`src/rtl/multicycle_controller.sv`:
```
// Multicycle RV32I control unit: Moore FSM over a shared memory port, memory wait-state counter,
// retire strobe and illegal-opcode trap. Define CTRL_JALR_EN to add the JALR1/JALR2 path.

module aludec (
  input  logic       opb5,
  input  logic [2:0] funct3,
  input  logic       funct7b5,
  input  logic [1:0] aluop,
  output logic [2:0] alucontrol
);
  logic rtypesub;
  assign rtypesub = funct7b5 & opb5;

  always_comb begin
    alucontrol = 3'b000;
    case (aluop)
      2'b00: alucontrol = 3'b000;
      2'b01: alucontrol = 3'b001;
      default: begin
        case (funct3)
          3'b000:  alucontrol = rtypesub ? 3'b001 : 3'b000;
          3'b010:  alucontrol = 3'b101;
          3'b110:  alucontrol = 3'b011;
          3'b111:  alucontrol = 3'b010;
          default: alucontrol = 3'b000;
        endcase
      end
    endcase
  end
endmodule

// state    | meaning
// FETCH    | read instruction at PC, PC+4 into PC on last wait cycle
// DECODE   | register read, OldPC+imm into ALUOut
// MEMADR   | rs1+imm address for load/store
// MEMREAD  | data read at ALUOut
// MEMWB    | load data to register file (retire)
// MEMWRITE | data write at ALUOut (retire on last wait cycle)
// EXECR    | rs1 op rs2
// EXECI    | rs1 op imm
// ALUWB    | ALUOut to register file (retire)
// JAL      | PC <- ALUOut target, ALU computes OldPC+4
// BEQ      | compare, PC <- ALUOut when Zero (retire)
// JALR1    | ALUOut <- rs1+imm
// JALR2    | PC <- ALUOut, ALU computes OldPC+4
// TRAP     | unsupported opcode, held until reset
module multicycle_controller #(
  parameter int MEM_LAT = 0
) (
  input  logic       clk,
  input  logic       reset,
  input  logic [6:0] op,
  input  logic [2:0] funct3,
  input  logic       funct7b5,
  input  logic       Zero,
  output logic       PCWrite,
  output logic       AdrSrc,
  output logic       MemWrite,
  output logic       IRWrite,
  output logic [1:0] ResultSrc,
  output logic [1:0] ALUSrcA,
  output logic [1:0] ALUSrcB,
  output logic       RegWrite,
  output logic [1:0] ImmSrc,
  output logic [2:0] ALUControl,
  output logic       InstrDone,
  output logic       Illegal
);
  localparam int CW = (MEM_LAT == 0) ? 1 : $clog2(MEM_LAT + 1);

  typedef enum logic [3:0] {
    FETCH, DECODE, MEMADR, MEMREAD, MEMWB, MEMWRITE, EXECR,
    EXECI, ALUWB, JAL, BEQ, JALR1, JALR2, TRAP
  } state_t;

  state_t state, state_next;
  logic [CW-1:0] cnt, cnt_next;
  logic last;
  logic [1:0] aluop;
  logic branch, pcupdate, irwrite_s, memwrite_s, regwrite_s, done_s, illegal_s;

  assign last = (cnt == CW'(MEM_LAT));

  always_ff @(posedge clk or posedge reset) begin
    if (reset) begin
      state <= FETCH;
      cnt   <= '0;
    end else begin
      state <= state_next;
      cnt   <= cnt_next;
    end
  end

  always_comb begin
    state_next = state;
    cnt_next   = '0;
    case (state)
      FETCH: begin
        if (last) state_next = DECODE;
        else      cnt_next   = cnt + 1'b1;
      end
      DECODE: begin
        case (op)
          7'b0000011, 7'b0100011: state_next = MEMADR;
          7'b0110011:             state_next = EXECR;
          7'b0010011:             state_next = EXECI;
          7'b1101111:             state_next = JAL;
          7'b1100011:             state_next = BEQ;
`ifdef CTRL_JALR_EN
          7'b1100111:             state_next = JALR1;
`endif
          default:                state_next = TRAP;
        endcase
      end
      MEMADR:   state_next = op[5] ? MEMWRITE : MEMREAD;
      MEMREAD: begin
        if (last) state_next = MEMWB;
        else      cnt_next   = cnt + 1'b1;
      end
      MEMWB:    state_next = FETCH;
      MEMWRITE: begin
        if (last) state_next = FETCH;
        else      cnt_next   = cnt + 1'b1;
      end
      EXECR, EXECI: state_next = ALUWB;
      ALUWB:    state_next = FETCH;
      JAL:      state_next = ALUWB;
      BEQ:      state_next = FETCH;
`ifdef CTRL_JALR_EN
      JALR1:    state_next = JALR2;
      JALR2:    state_next = ALUWB;
`endif
      TRAP:     state_next = TRAP;
      default:  state_next = FETCH;
    endcase
  end

  always_comb begin
    AdrSrc     = 1'b0;
    ResultSrc  = 2'b00;
    ALUSrcA    = 2'b00;
    ALUSrcB    = 2'b00;
    aluop      = 2'b00;
    branch     = 1'b0;
    pcupdate   = 1'b0;
    irwrite_s  = 1'b0;
    memwrite_s = 1'b0;
    regwrite_s = 1'b0;
    done_s     = 1'b0;
    illegal_s  = 1'b0;
    case (state)
      FETCH: begin
        ALUSrcB   = 2'b10;
        ResultSrc = 2'b10;
        irwrite_s = last;
        pcupdate  = last;
      end
      DECODE: begin
        ALUSrcA = 2'b01;
        ALUSrcB = 2'b01;
      end
      MEMADR: begin
        ALUSrcA = 2'b10;
        ALUSrcB = 2'b01;
      end
      MEMREAD: AdrSrc = 1'b1;
      MEMWB: begin
        ResultSrc  = 2'b01;
        regwrite_s = 1'b1;
        done_s     = 1'b1;
      end
      MEMWRITE: begin
        AdrSrc     = 1'b1;
        memwrite_s = last;
        done_s     = last;
      end
      EXECR: begin
        ALUSrcA = 2'b10;
        aluop   = 2'b10;
      end
      EXECI: begin
        ALUSrcA = 2'b10;
        ALUSrcB = 2'b01;
        aluop   = 2'b10;
      end
      ALUWB: begin
        regwrite_s = 1'b1;
        done_s     = 1'b1;
      end
`ifdef CTRL_JALR_EN
      JALR1: begin
        ALUSrcA = 2'b10;
        ALUSrcB = 2'b01;
      end
      JALR2: begin
        ALUSrcA  = 2'b01;
        ALUSrcB  = 2'b10;
        pcupdate = 1'b1;
      end
`endif
      JAL: begin
        ALUSrcA  = 2'b01;
        ALUSrcB  = 2'b10;
        pcupdate = 1'b1;
      end
      BEQ: begin
        ALUSrcA = 2'b10;
        aluop   = 2'b01;
        branch  = 1'b1;
        done_s  = 1'b1;
      end
      TRAP:    illegal_s = 1'b1;
      default: ;
    endcase
  end

  // Reset masks every strobe immediately so an aborted instruction cannot fire anything.
  assign PCWrite   = ~reset & ((branch & Zero) | pcupdate);
  assign IRWrite   = ~reset & irwrite_s;
  assign MemWrite  = ~reset & memwrite_s;
  assign RegWrite  = ~reset & regwrite_s;
  assign InstrDone = ~reset & done_s;
  assign Illegal   = ~reset & illegal_s;

  always_comb begin
    case (op)
      7'b0100011: ImmSrc = 2'b01;
      7'b1100011: ImmSrc = 2'b10;
      7'b1101111: ImmSrc = 2'b11;
      default:    ImmSrc = 2'b00;
    endcase
  end

  aludec u_aludec (
    .opb5      (op[5]),
    .funct3    (funct3),
    .funct7b5  (funct7b5),
    .aluop     (aluop),
    .alucontrol(ALUControl)
  );
endmodule
```
`config.mk`:
```
export PLATFORM = sky130hd
export DESIGN_NAME = multicycle_controller
export DESIGN_NICKNAME = d
export VERILOG_FILES = /design/src/rtl/multicycle_controller.sv
export SDC_FILE = /design/constraint.sdc
export NUM_CORES = 1
export LEC_CHECK = 0
export BUFFER_PORTS_ARGS = -buffer_cell sky130_fd_sc_hd__buf_4
export CAP_MARGIN = 10
export CORE_AREA = 2 2 40 42
export DETAILED_ROUTE_END_ITERATION = 8
export DIE_AREA = 0 0 42 44
export PLACE_DENSITY = 0.81
export SYNTH_ARGS = -nofsm -noshare
export SYNTH_HDL_FRONTEND = slang
export SYNTH_HIERARCHICAL = 1
export SYNTH_SLANG_ARGS = --single-unit
```
`constraint.sdc`:
```
create_clock -name clk -period 1.4 [get_ports clk]
set_input_delay 0 -clock clk [delete_from_list [all_inputs] [get_ports clk]]
set_output_delay 0 -clock clk [all_outputs]
set_load 0.01 [all_outputs]
```
Word level (Yosys, flattened, before mapping):

Index checks and enable logic that the tools add are counted.

* add/subtract/negate cells: 1
* $mul: 0
* shift operators: 0
* bitwise logic cells: 11
* equality and inequality tests: 24
* order comparisons: 0
* multiplexer cells: 24
* div/mod/pow operators: 0
* reduce and logical (&&, ||, !) cells: 15

Operators by type and width (count)
* one-hot mux 4 bit (7 select lines): 1
* one-hot mux 4 bit (5 select lines): 1
* equality test 4 x 3 -> 1 bit (second input constant): 4
* equality test 4 bit (second input constant): 4
* one-hot mux 2 bit (2 select lines): 4
* equality test 7 x 6 -> 1 bit (second input constant): 2
* equality test 7 bit (second input constant): 2
* two-way mux 4 bit: 3
* one-hot mux 3 bit (4 select lines): 1
* OR reduction 2 bit: 6
* OR reduction 3 bit: 4
* two-way mux 1 bit: 9
* AND 1 bit: 8
* equality test 4 x 2 -> 1 bit (second input constant): 2
* equality test 7 x 2 -> 1 bit (second input constant): 1
* equality test 7 x 5 -> 1 bit (second input constant): 1
* equality test 3 bit (second input constant): 2
* != test 2 bit (second input constant): 3
* one-hot mux 2 bit (3 select lines): 1
* one-hot mux 3 bit (2 select lines): 1
* equality test 4 x 1 -> 1 bit (second input constant): 1
* zero test 4 bit: 1
* one-hot mux 1 bit (2 select lines): 2
* OR reduction 4 bit: 1
* other kinds (9): 10

* output and inout bits: 18
* bits in read-only memories: 0
* latch bits: 0
* register bits: 5
* RAM bits: 0
* memories kept: 0

Longest topological paths before layout:

Gate-level depths: netlist (run 1).

* depth in word-level cells: 5
* gate-level depth with buffers: 5
* mapped depth without buffers: 4

Modules after synthesis:

Netlist (run 1), hierarchy kept.

By module, submodules not included
* multicycle_controller: area an instance 515.5 µm², sequential area each 100.1 µm², cells an instance 69, times used 1
* aludec: area an instance 42.5 µm², sequential area each 0.0 µm², cells an instance 7, times used 1

Worst setup path before layout (run 1):

OpenSTA, ideal clock, no wires.

* path kind: reg2out
* start point: register state[3]
* end point: output ALUControl[0]
* slack: 0.113 ns
* data required time: 1.400 ns
* arrival: 1.287 ns
* stages on the path, launching flop included: 6
* cell sequence: dfrtp_1 -> buf_6 -> nand2b_1 -> nor2_1 -> nor2_1 -> a221oi_1

* word-level cells in the longest chain between the ends: 5
* elaborated cells on any way between the ends: 8
* classes of those cells: eq/ne: 4; mux: 2; reduce/logical: 2

RTL lines
* start, declared: line 76 `state_t state, state_next;`
* start signal, assigned: line 89 `state <= state_next;`
* equality test 4 x 3 -> 1 bit: line 151 `case (state)`
* OR reduction 2 bit (no source line)
* one-hot mux 2 bit (2 select lines) (*): line 151
* net aluop[1]: line 79 `logic [1:0] aluop;`
* equality test 2 x 1 -> 1 bit / zero test 2 bit (equally long branches): line 16 `case (aluop)`
* one-hot mux 3 bit (2 select lines) (*): line 16
* end, declared: line 65 `output logic [2:0] ALUControl,`

The timed path passes the listed nets; every way through them passes the cells marked *.

Final worst setup path (run 1):

* start point: register state[3]
* end point: output PCWrite

* word-level cells in the longest chain between the ends: 5
* elaborated cells on any way between the ends: 8
* classes of those cells: eq/ne: 2; mux: 2; bitwise: 3; reduce/logical: 1

RTL lines
* equality test 4 bit: line 151
* two-way mux 1 bit: line 151
* AND 1 bit: line 218 `assign PCWrite = ~reset & ((branch & Zero) | pcupdate);`
* OR 1 bit (*): line 218
* AND 1 bit (*): line 218
* end, declared: line 56 `output logic PCWrite,`

Every way passes the cells marked *; elsewhere a longest branch is shown, timed or not.

==> impl_metrics.yaml, run 1 <==
placed_design:
  place_area_um2: 822.0
  gp_congestion: 0.8215
  dp_hpwl_um: 1261
  pre_cts_ws_ps: 98.98
  io_buffers: 31
floorplan:
  die_x_um: 42
  core-area_mm2: 0.001419
  num_rows: 14
  die_area_mm2: 0.001848
  die_y_um: 44
  io_pins: 32
  initial_core_util_pct: 39.33
cells_and_area:
  fin_nets: 133
  finalInstanceArea_um2: 974.7
  drive_gt1_share_pct: 55.56
  antenna_cells: 0
  largest_register_ff_count: 4
  largestRegisters: "state x4"
  area_delta_synth_final_pct: 74.66
  largest-register: "state"
synthesis:
  yosys_warnings: 6
  synth_cells: 76
  synth_edf_count: 0
  ys_top_cells_by_count: "nor2_1 (9), nor3_1 (7)"
  synth_area_um2: 558.0
  syn_avg_cell_area_um2: 7.343
  ys_ff_latch: 4
  synth-main-ff-cell: "dfrtp_1"
  synth_nets: 90
  ys_seq_area_share_pct: 17.94
  ys_async_sr_fraction_pct: 100.0
  synth_top_area_share_pct: 17.94
  synth_top_area_cell: "dfrtp_1"
  synth_most_common_cell: "nor2_1"
  synth_cell_types: 38
  synth_area_leaders: "dfrtp_1 (18%), nor3_1 (6.3%), nor2_1 (6.1%)"
run:
  maxCapViolations: 0
timing:
  fin_crit_sh_pct: 100.7
  tightest_slew_ps: 273.4
  holdWs_ps: 59.26
  final_hold_viol_count: 0
  rsz0062_at_grt: "true"
  layout_min_cycle_time_ps: 1409
  clock_skew_ps: 1.135
  finalSetupTns_ps: -16.03
  setup-violations-final: 2
  clock.fmax_ghz: 0.7097
  setup_slack_ps: -9.139
  drv_slew: 0
  relSlewSlack_pct: 81.52
clock_tree:
  cts_tree: "done"
  clk_latency_ps: 240
  cts_root_buf: "clkbuf_4"
  cts_buffers: 3
  clk_pin_slew_ps: 40
  htreeDepth: 1
  cts_max_path_buffers: 2
  clock_sinks: 4
pwr:
  p_sw_w: 0.0006786
  p_int_w: 0.0009018
  power_frac_seq_pct: 14.4
  pwr-share-comb_pct: 75.6
  vdd_drop_max_v: 0.0007127
  power_density_mw_per_mm2: 1621
  switching_share_pct: 42.94
  clock_power_share_pct: 9.9
  power_w: 0.001580
  leakagePower_nw: 0.4607
setup_path:
  worstPathCellList: "buf_6 > or2b_1 > a32oi_1 > nor2_1 > buf_4"
  cp_max_fo: 5
  critical_path_class: "register to output port"
  end_kind: "output port"
  critPathBufInv: 2
  cp_top_family: "flip-flops"
  start_kind: "register"
  slowest_delay_ps: 390
  crit_required_ps: 1400
  slowest_stage: "dfrtp_1"
  startpoint: "state[3]$_DFF_PP0_"
  timing.rr.start: "state[0]$_DFF_PP0_"
  worstPathArrival_ps: 1410
global_routing:
  first_global_vias: 637
  grt_usage_pct: 19.98
  antenna_found_initial: 0
  grt_max_degree: 10
  grt_pass1_wl_um: 2725
  grt_overflow: 0
routing:
  drc: 0
  antenna_left: 0
  drt_wl_total_um: 1815
  wl_per_cell_um: 13.65
  drt-pass1-iter-count: 5
  drt_iter0_markers: 19
  via_count: 715
  routed_via_density: 5.376
status:
  status: "finished, violations left"
  violations: "negative setup slack"
min_path:
  hp-start: "op[5]"
  worst_hold_path_type: "input port to register"
-- area by class of cell --
| cell class | count | area, um^2 |
|---|---|---|
| Inverter | 4 | 15.01 |
| Fill cell | 122 | 444.2 |
| Sequential cell | 4 | 103.9 |
| Timing Repair Buffer | 44 | 344.1 |
| Clock buffer | 3 | 22.52 |
| Tap cell | 16 | 20.02 |
| Multi-Input combinational cell | 62 | 469.2 |
-- cell families after synthesis --
logic type	share of synthesized area, %
buf+inv	10.09
mux	1.794
compound gates	19.51
flops	17.94
simple gates	45.96
xor+xnor	4.709
-- cells in the final DEF (no fill, tap or decap), types with 3 or more instances in the layout --
cell and instances:
nand2_1 3, a21oi_1 3, inv_1 3, buf_6 3, nor2_1 7, clkbuf_4 3, dfrtp_2 3, nor3_1 6
nand3_1 3, buf_4 40
-- path summary, 6_finish.rpt --
check                           slack (ps)  cells past startpoint                  to
worst max-delay path                    -9                      5             PCWrite
worst min-delay path                    60                      3  state[1]$_DFF_PP0_
worst max register to register         100                      4  state[1]$_DFF_PP0_
worst min register to register         700                      3  state[3]$_DFF_PP0_
max in group asynchronous              990                      3  state[2]$_DFF_PP0_
min in group asynchronous              250                      3  state[0]$_DFF_PP0_
-- through the flow --
| stage | util (%) | instances |
|---|---|---|
| finish | 68.69 | 133 |
| global route | 68.69 | 133 |
| floorplan | - | 76 |
| detailed placement | 57.94 | 124 |
| global placement | 57.94 | 124 |
| CTS | 62.70 | 130 |
-- power groups by stage --
stage / Sequential, W / Clock, W / Combinational (W)
after detailed placement: 0.000221 / 0 / 0.000957
after CTS: 0.000227 / 0.000161 / 0.00103
after global placement: 0.000212 / 0 / 0.000935
after global routing: 0.000235 / 0.000172 / 0.00129
final: 0.000228 / 0.000157 / 0.00120
after floorplan: 0.000187 / 0 / 0.000625
-- routing by layer --
| metal | global-route usage [%] | up-vias | wire (um) |
|---|---|---|---|
| met1 | 20.71 | 332 | 705 |
| met5 | 0 | - | 0 |
| met3 | 2.917 | 2 | 74 |
| met4 | 11.61 | 0 | 21 |
| met2 | 38.13 | 19 | 1013 |
| li1 | - | 362 | - |
-- worst reg2reg max path: stages, from the launching register on --
cell and delay [ps]:
dfrtp_2 430, buf_4 160, buf_4 150, or3_1 360
a21oi_1 140
-- timing repair --
| item | CTS | global route |
|---|---|---|
| buffers inserted | 2 | 3 |
| gates cloned | 0 | 0 |
| hold endpoints to repair | 4 | 0 |
| hold buffers | 1 | 0 |
| gates resized for setup | 6 | 14 |
| pin swaps | 7 | 6 |
| endpoints found under the setup margin | 5 | 11 |
No activity file was read; power rests on OpenSTA's default activity.
==> inputs of run 2 (changes only) <==
PLACE_DENSITY = 0.73   (was 0.81)
==> run 2 against run 1 <==
The flow now finishes without violations. Combinational power is 8% lower. Maximum frequency increased by 0.67%. Global-route usage fell by 1.1 points. Setup slack improved by 9.3 ps. Highest routed layer unchanged.
==> impl_metrics.yaml, run 2 (synthesis results as in run 1) <==
status:
  status: "complete, no violations"
routing:
  antenna_left: 0
  wl_per_cell_um: 12.81
  drt-pass1-iter-count: 4
  drc: 0
  drt_iter0_markers: 10
  drt_wl_total_um: 1678
  routed_via_density: 5.504
  via_count: 721
clock_tree:
  clk_pin_slew_ps: 40
  cts_root_buf: "clkbuf_4"
  cts_buffers: 3
  clock_sinks: 4
  clk_latency_ps: 240
  htreeDepth: 1
  cts_max_path_buffers: 2
  cts_tree: "done"
timing:
  drv_slew: 0
  clock_skew_ps: 5.719
  finalSetupTns_ps: 0
  fin_crit_sh_pct: 99.99
  tightest_slew_ps: 263.8
  layout_min_cycle_time_ps: 1400
  setup_slack_ps: 0.1945
  relSlewSlack_pct: 82.28
  clock.fmax_ghz: 0.7144
  rsz0062_at_grt: "true"
  setup-violations-final: 0
  final_hold_viol_count: 0
pwr:
  leakagePower_nw: 0.4465
  power_density_mw_per_mm2: 1575
  vdd_drop_max_v: 0.0007448
  power_w: 0.001476
floorplan:
  io_pins: 32
  core-area_mm2: 0.001419
  initial_core_util_pct: 39.33
  die_x_um: 42
  die_y_um: 44
  die_area_mm2: 0.001848
  num_rows: 14
setup_path:
  crit_required_ps: 1400
  worstPathArrival_ps: 1400
  start_kind: "register"
  cp_max_fo: 5
  critical_path_class: "register to output port"
  reg2reg_slack_ps: 180
  end_kind: "output port"
cells_and_area:
  fin_nets: 131
  finalInstanceArea_um2: 937.1
  largest_register_ff_count: 4
  utilization_pct: 66.05
  antenna_cells: 0
  area_delta_synth_final_pct: 67.94
  drive_gt1_share_pct: 50.43
  final_cell_mix: "buf_4 (40), nor2_1 (8), nor3_1 (6), nand2_1 (4)"
  final_common_cell: "buf_4"
  largest-register: "state"
  largestRegisters: "state x4"
global_routing:
  gr-usage-met1_pct: 21.30
  grt_max_degree: 11
  busiest_layer: "met2"
  antenna_found_initial: 0
  grt_overflow: 0
  grt_usage_pct: 18.89
  first_global_vias: 643
  gr-usage-met2_pct: 35.31
  grt_util_met3_pct: 2.917
  grt_pass1_wl_um: 2725
placed_design:
  gp_congestion: 0.7918
  io_buffers: 31
  place_area_um2: 807.0
  pre_cts_ws_ps: 111.2
  dp_hpwl_um: 1290
min_path:
  worst_hold_path_type: "input port to register"
run:
  maxCapViolations: 0
-- run 2: cell types whose count changed in the layout (fill, tap and decap cells not counted), sizes merged --
cell,previous run,this run
buf,43,41
-- run 2: metrics by stage --
step	hold WS (ps)	std cells
2_1_floorplan	-233.9	76
3_3_place_gp	-59.67	122
3_5_place_dp	-56.91	122
4_1_cts	77.00	131
5_1_grt	102.3	131
6_report	77.53	131
-- run 2: worst paths after layout --
kind | start | to | cells past startpoint
setup reg to reg | state[2]$_DFF_PP0_ | state[2]$_DFF_PP0_ | 3
min in group asynchronous | reset | state[3]$_DFF_PP0_ | 3
hold reg to reg | state[0]$_DFF_PP0_ | state[2]$_DFF_PP0_ | 2
hold / removal | op[5] | state[1]$_DFF_PP0_ | 3
setup / recovery | state[3]$_DFF_PP0_ | RegWrite | 5
max in group asynchronous | reset | state[0]$_DFF_PP0_ | 3
-- run 2: final cells by class --
| cell class | instances | area [um^2] |
|---|---|---|
| clock buffer | 3 | 22.52 |
| fill | 139 | 481.7 |
| inverter | 4 | 15.01 |
| multi-input combinational | 62 | 455.4 |
| sequential | 4 | 102.6 |
| tap | 16 | 20.02 |
| timing repair buffer | 42 | 321.6 |
-- run 2: report_power, final --
part | switching [W] | internal [W]
Sequential | 0.0000628 | 0.000166
Clock | 0.0000500 | 0.0000960
Combinational | 0.000502 | 0.000599
Total | 0.000614 | 0.000861
-- run 2: metal layers --
metal	up-vias	routed length (um)
met3	3	102
met2	28	887
met5	-	0
li1	358	-
met4	0	16
met1	332	672
-- run 2: critical path: stages, from the launching register on --
cell and delay [ps]:
dfrtp_1 410, buf_6 140, buf_4 130, xnor2_2 120, nor4_2 190, buf_4 150
-- run 2: repair_timing --
action                     4_1_cts  5_1_grt
hold buffers                     1        0
resized for setup                7        6
hold endpoints to repair         4        0
buffers inserted                 5        0
pin swaps                        5        5
setup endpoints to repair        5        7
==> inputs of run 3 (changes only) <==
CORE_AREA = 4 4 42 44   (was 2 2 40 42)
DIE_AREA = 0 0 46 48   (was 0 0 42 44)
==> run 3 against run 2 <==
Clock skew increased by 0.89 ps. Sequential share of layout area unchanged. Clock-buffer cell count unchanged. Power grew 0.52%. First-iteration DRC count down 20%. Global-route usage shrank 2.6 points. Die area up 19%. Cell count stayed put. Combinational power about the same. Maximum frequency grew 0.40%. Critical endpoint unchanged.
==> impl_metrics.yaml, run 3 (synthesis results as in run 1) <==
cells_and_area:
  antenna_cells: 0
  multi_input_area_um2: 451.7
  drive_gt1_share_pct: 49.57
  largestRegisters: "state x4"
  final_common_cell: "buf_4"
  final_cell_mix: "buf_4 (39), nor2_1 (8), nor3_1 (7), inv_1 (4)"
  fin_nets: 131
  seq_area_um2: 102.6
  fillerInstances: 130
  largest_register_ff_count: 4
  largest-register: "state"
  area_delta_synth_final_pct: 67.94
routing:
  drt_iter0_markers: 8
  via_count: 702
  drc: 0
  drt_wl_total_um: 1721
  wl_per_cell_um: 13.14
  routed_via_density: 5.359
  antenna_left: 0
  drt-pass1-iter-count: 4
setup_path:
  worstPathArrival_ps: 1390
  end_kind: "output port"
  start_kind: "register"
  critical_path_class: "register to output port"
  timing.rr.start: "state[3]$_DFF_PP0_"
  cp_max_fo: 4
  crit_required_ps: 1400
  reg2reg_slack_ps: 140
  timing.rr.end: "state[2]$_DFF_PP0_"
  r2r_cells: 5
floorplan:
  die_y_um: 48
  die_area_mm2: 0.002208
  die_x_um: 46
  io_pins: 32
  num_rows: 14
  initial_core_util_pct: 38.85
  core-area_mm2: 0.001436
timing:
  setup_slack_ps: 5.706
  clock.fmax_ghz: 0.7172
  rsz0062_at_grt: "true"
  layout_min_cycle_time_ps: 1394
  setup-violations-final: 0
  relSlewSlack_pct: 81.73
  drv_slew: 0
  fin_crit_sh_pct: 99.59
  tightest_slew_ps: 270.3
  clock_skew_ps: 6.609
  final_hold_viol_count: 0
  finalSetupTns_ps: 0
global_routing:
  grt_max_degree: 10
  grt_pass1_wl_um: 2594
  grt_usage_pct: 16.27
  first_global_vias: 635
  antenna_found_initial: 0
  grt_overflow: 0
min_path:
  worst_hold_path_type: "input port to register"
  worstHoldEndpoint: "state[1]$_DFF_PP0_"
  whs_path_depth: 3
  hp-start: "op[5]"
clock_tree:
  cts_root_buf: "clkbuf_4"
  cts_tree: "done"
  clk_latency_ps: 230
  htreeDepth: 1
  cts_buffers: 3
  clk_pin_slew_ps: 40
  cts_max_path_buffers: 2
  clock_sinks: 4
placed_design:
  gp_congestion: 0.7763
  io_buffers: 31
  dp_hpwl_um: 1292
  pre_cts_ws_ps: 118.2
pwr:
  power_density_mw_per_mm2: 1583
  power_w: 0.001483
  vdd_drop_max_v: 0.0006453
  leakagePower_nw: 0.4468
run:
  maxCapViolations: 0
status:
  status: "complete, no violations"
[run 3: cell counts in the layout (fill, tap and decap cells not counted)]
No cell type changed its count.
[run 3: worst max path at each step]
stage / from / endpoint / slack, ps / cells past startpoint
3_5_place_dp: state[3]$_DFF_PP0_ / ALUControl[0] / 120 / 5
2_1_floorplan: state[3]$_DFF_PP0_ / ALUControl[0] / 110 / 5
6_report: state[3]$_DFF_PP0_ / RegWrite / 6 / 5
5_1_grt: state[3]$_DFF_PP0_ / RegWrite / -100 / 5
4_1_cts: state[0]$_DFF_PP0_ / ALUControl[0] / -9 / 4
3_3_place_gp: state[3]$_DFF_PP0_ / ALUControl[0] / 180 / 5
[run 3: layout make-up]
class | count | area share, %
repair buffers | 42 | 34.71
inverters | 4 | 1.602
clock buffers | 3 | 2.403
well taps | 16 | 2.136
multi-input cells | 62 | 48.20
flip-flops and latches | 4 | 10.95
[run 3: metal layers]
metal	routed length (um)	global-route usage (%)	part of all wire (%)	vias up
li1	-	-	-	357
met1	653	16.63	38	312
met2	899	29.67	52	29
met3	145	3.008	8.4	4
met4	23	11.36	1.3	0
met5	0	0	0	-
[run 3: critical path, stage by stage, from the launching register on]
cell,delay (ps)
dfrtp_1,410
buf_6,140
buf_6,110
xnor2_2,120
nor4_2,220
buf_4,170
[run 3: repair_timing]
item,CTS,global route
resized for setup,5,8
setup endpoints to repair,5,8
buffers inserted,3,0
pin swaps,4,5
hold endpoints to repair,4,0
cloned,0,0
hold buffers,1,0
[run 3: stage by stage]
stage | hold slack, ps | area [um^2] | std cells | utilization (%)
floorplan | -233.9 | 558.0 | 76 | -
global placement | -57.66 | 822.0 | 124 | 57.23
detailed placement | -53.22 | 822.0 | 124 | 57.23
CTS | 89.27 | 897.1 | 131 | 62.46
global route | 106.6 | 937.1 | 131 | 65.24
finish | 91.44 | 937.1 | 131 | 65.24
[run 3: report_power, final]
part,internal [W],switching [W],leakage (nW)
clock,0.0000957,0.0000445,0.0138
sequential,0.000166,0.0000595,0.0479
combinational,0.000594,0.000524,0.385
total,0.000856,0.000628,0.447
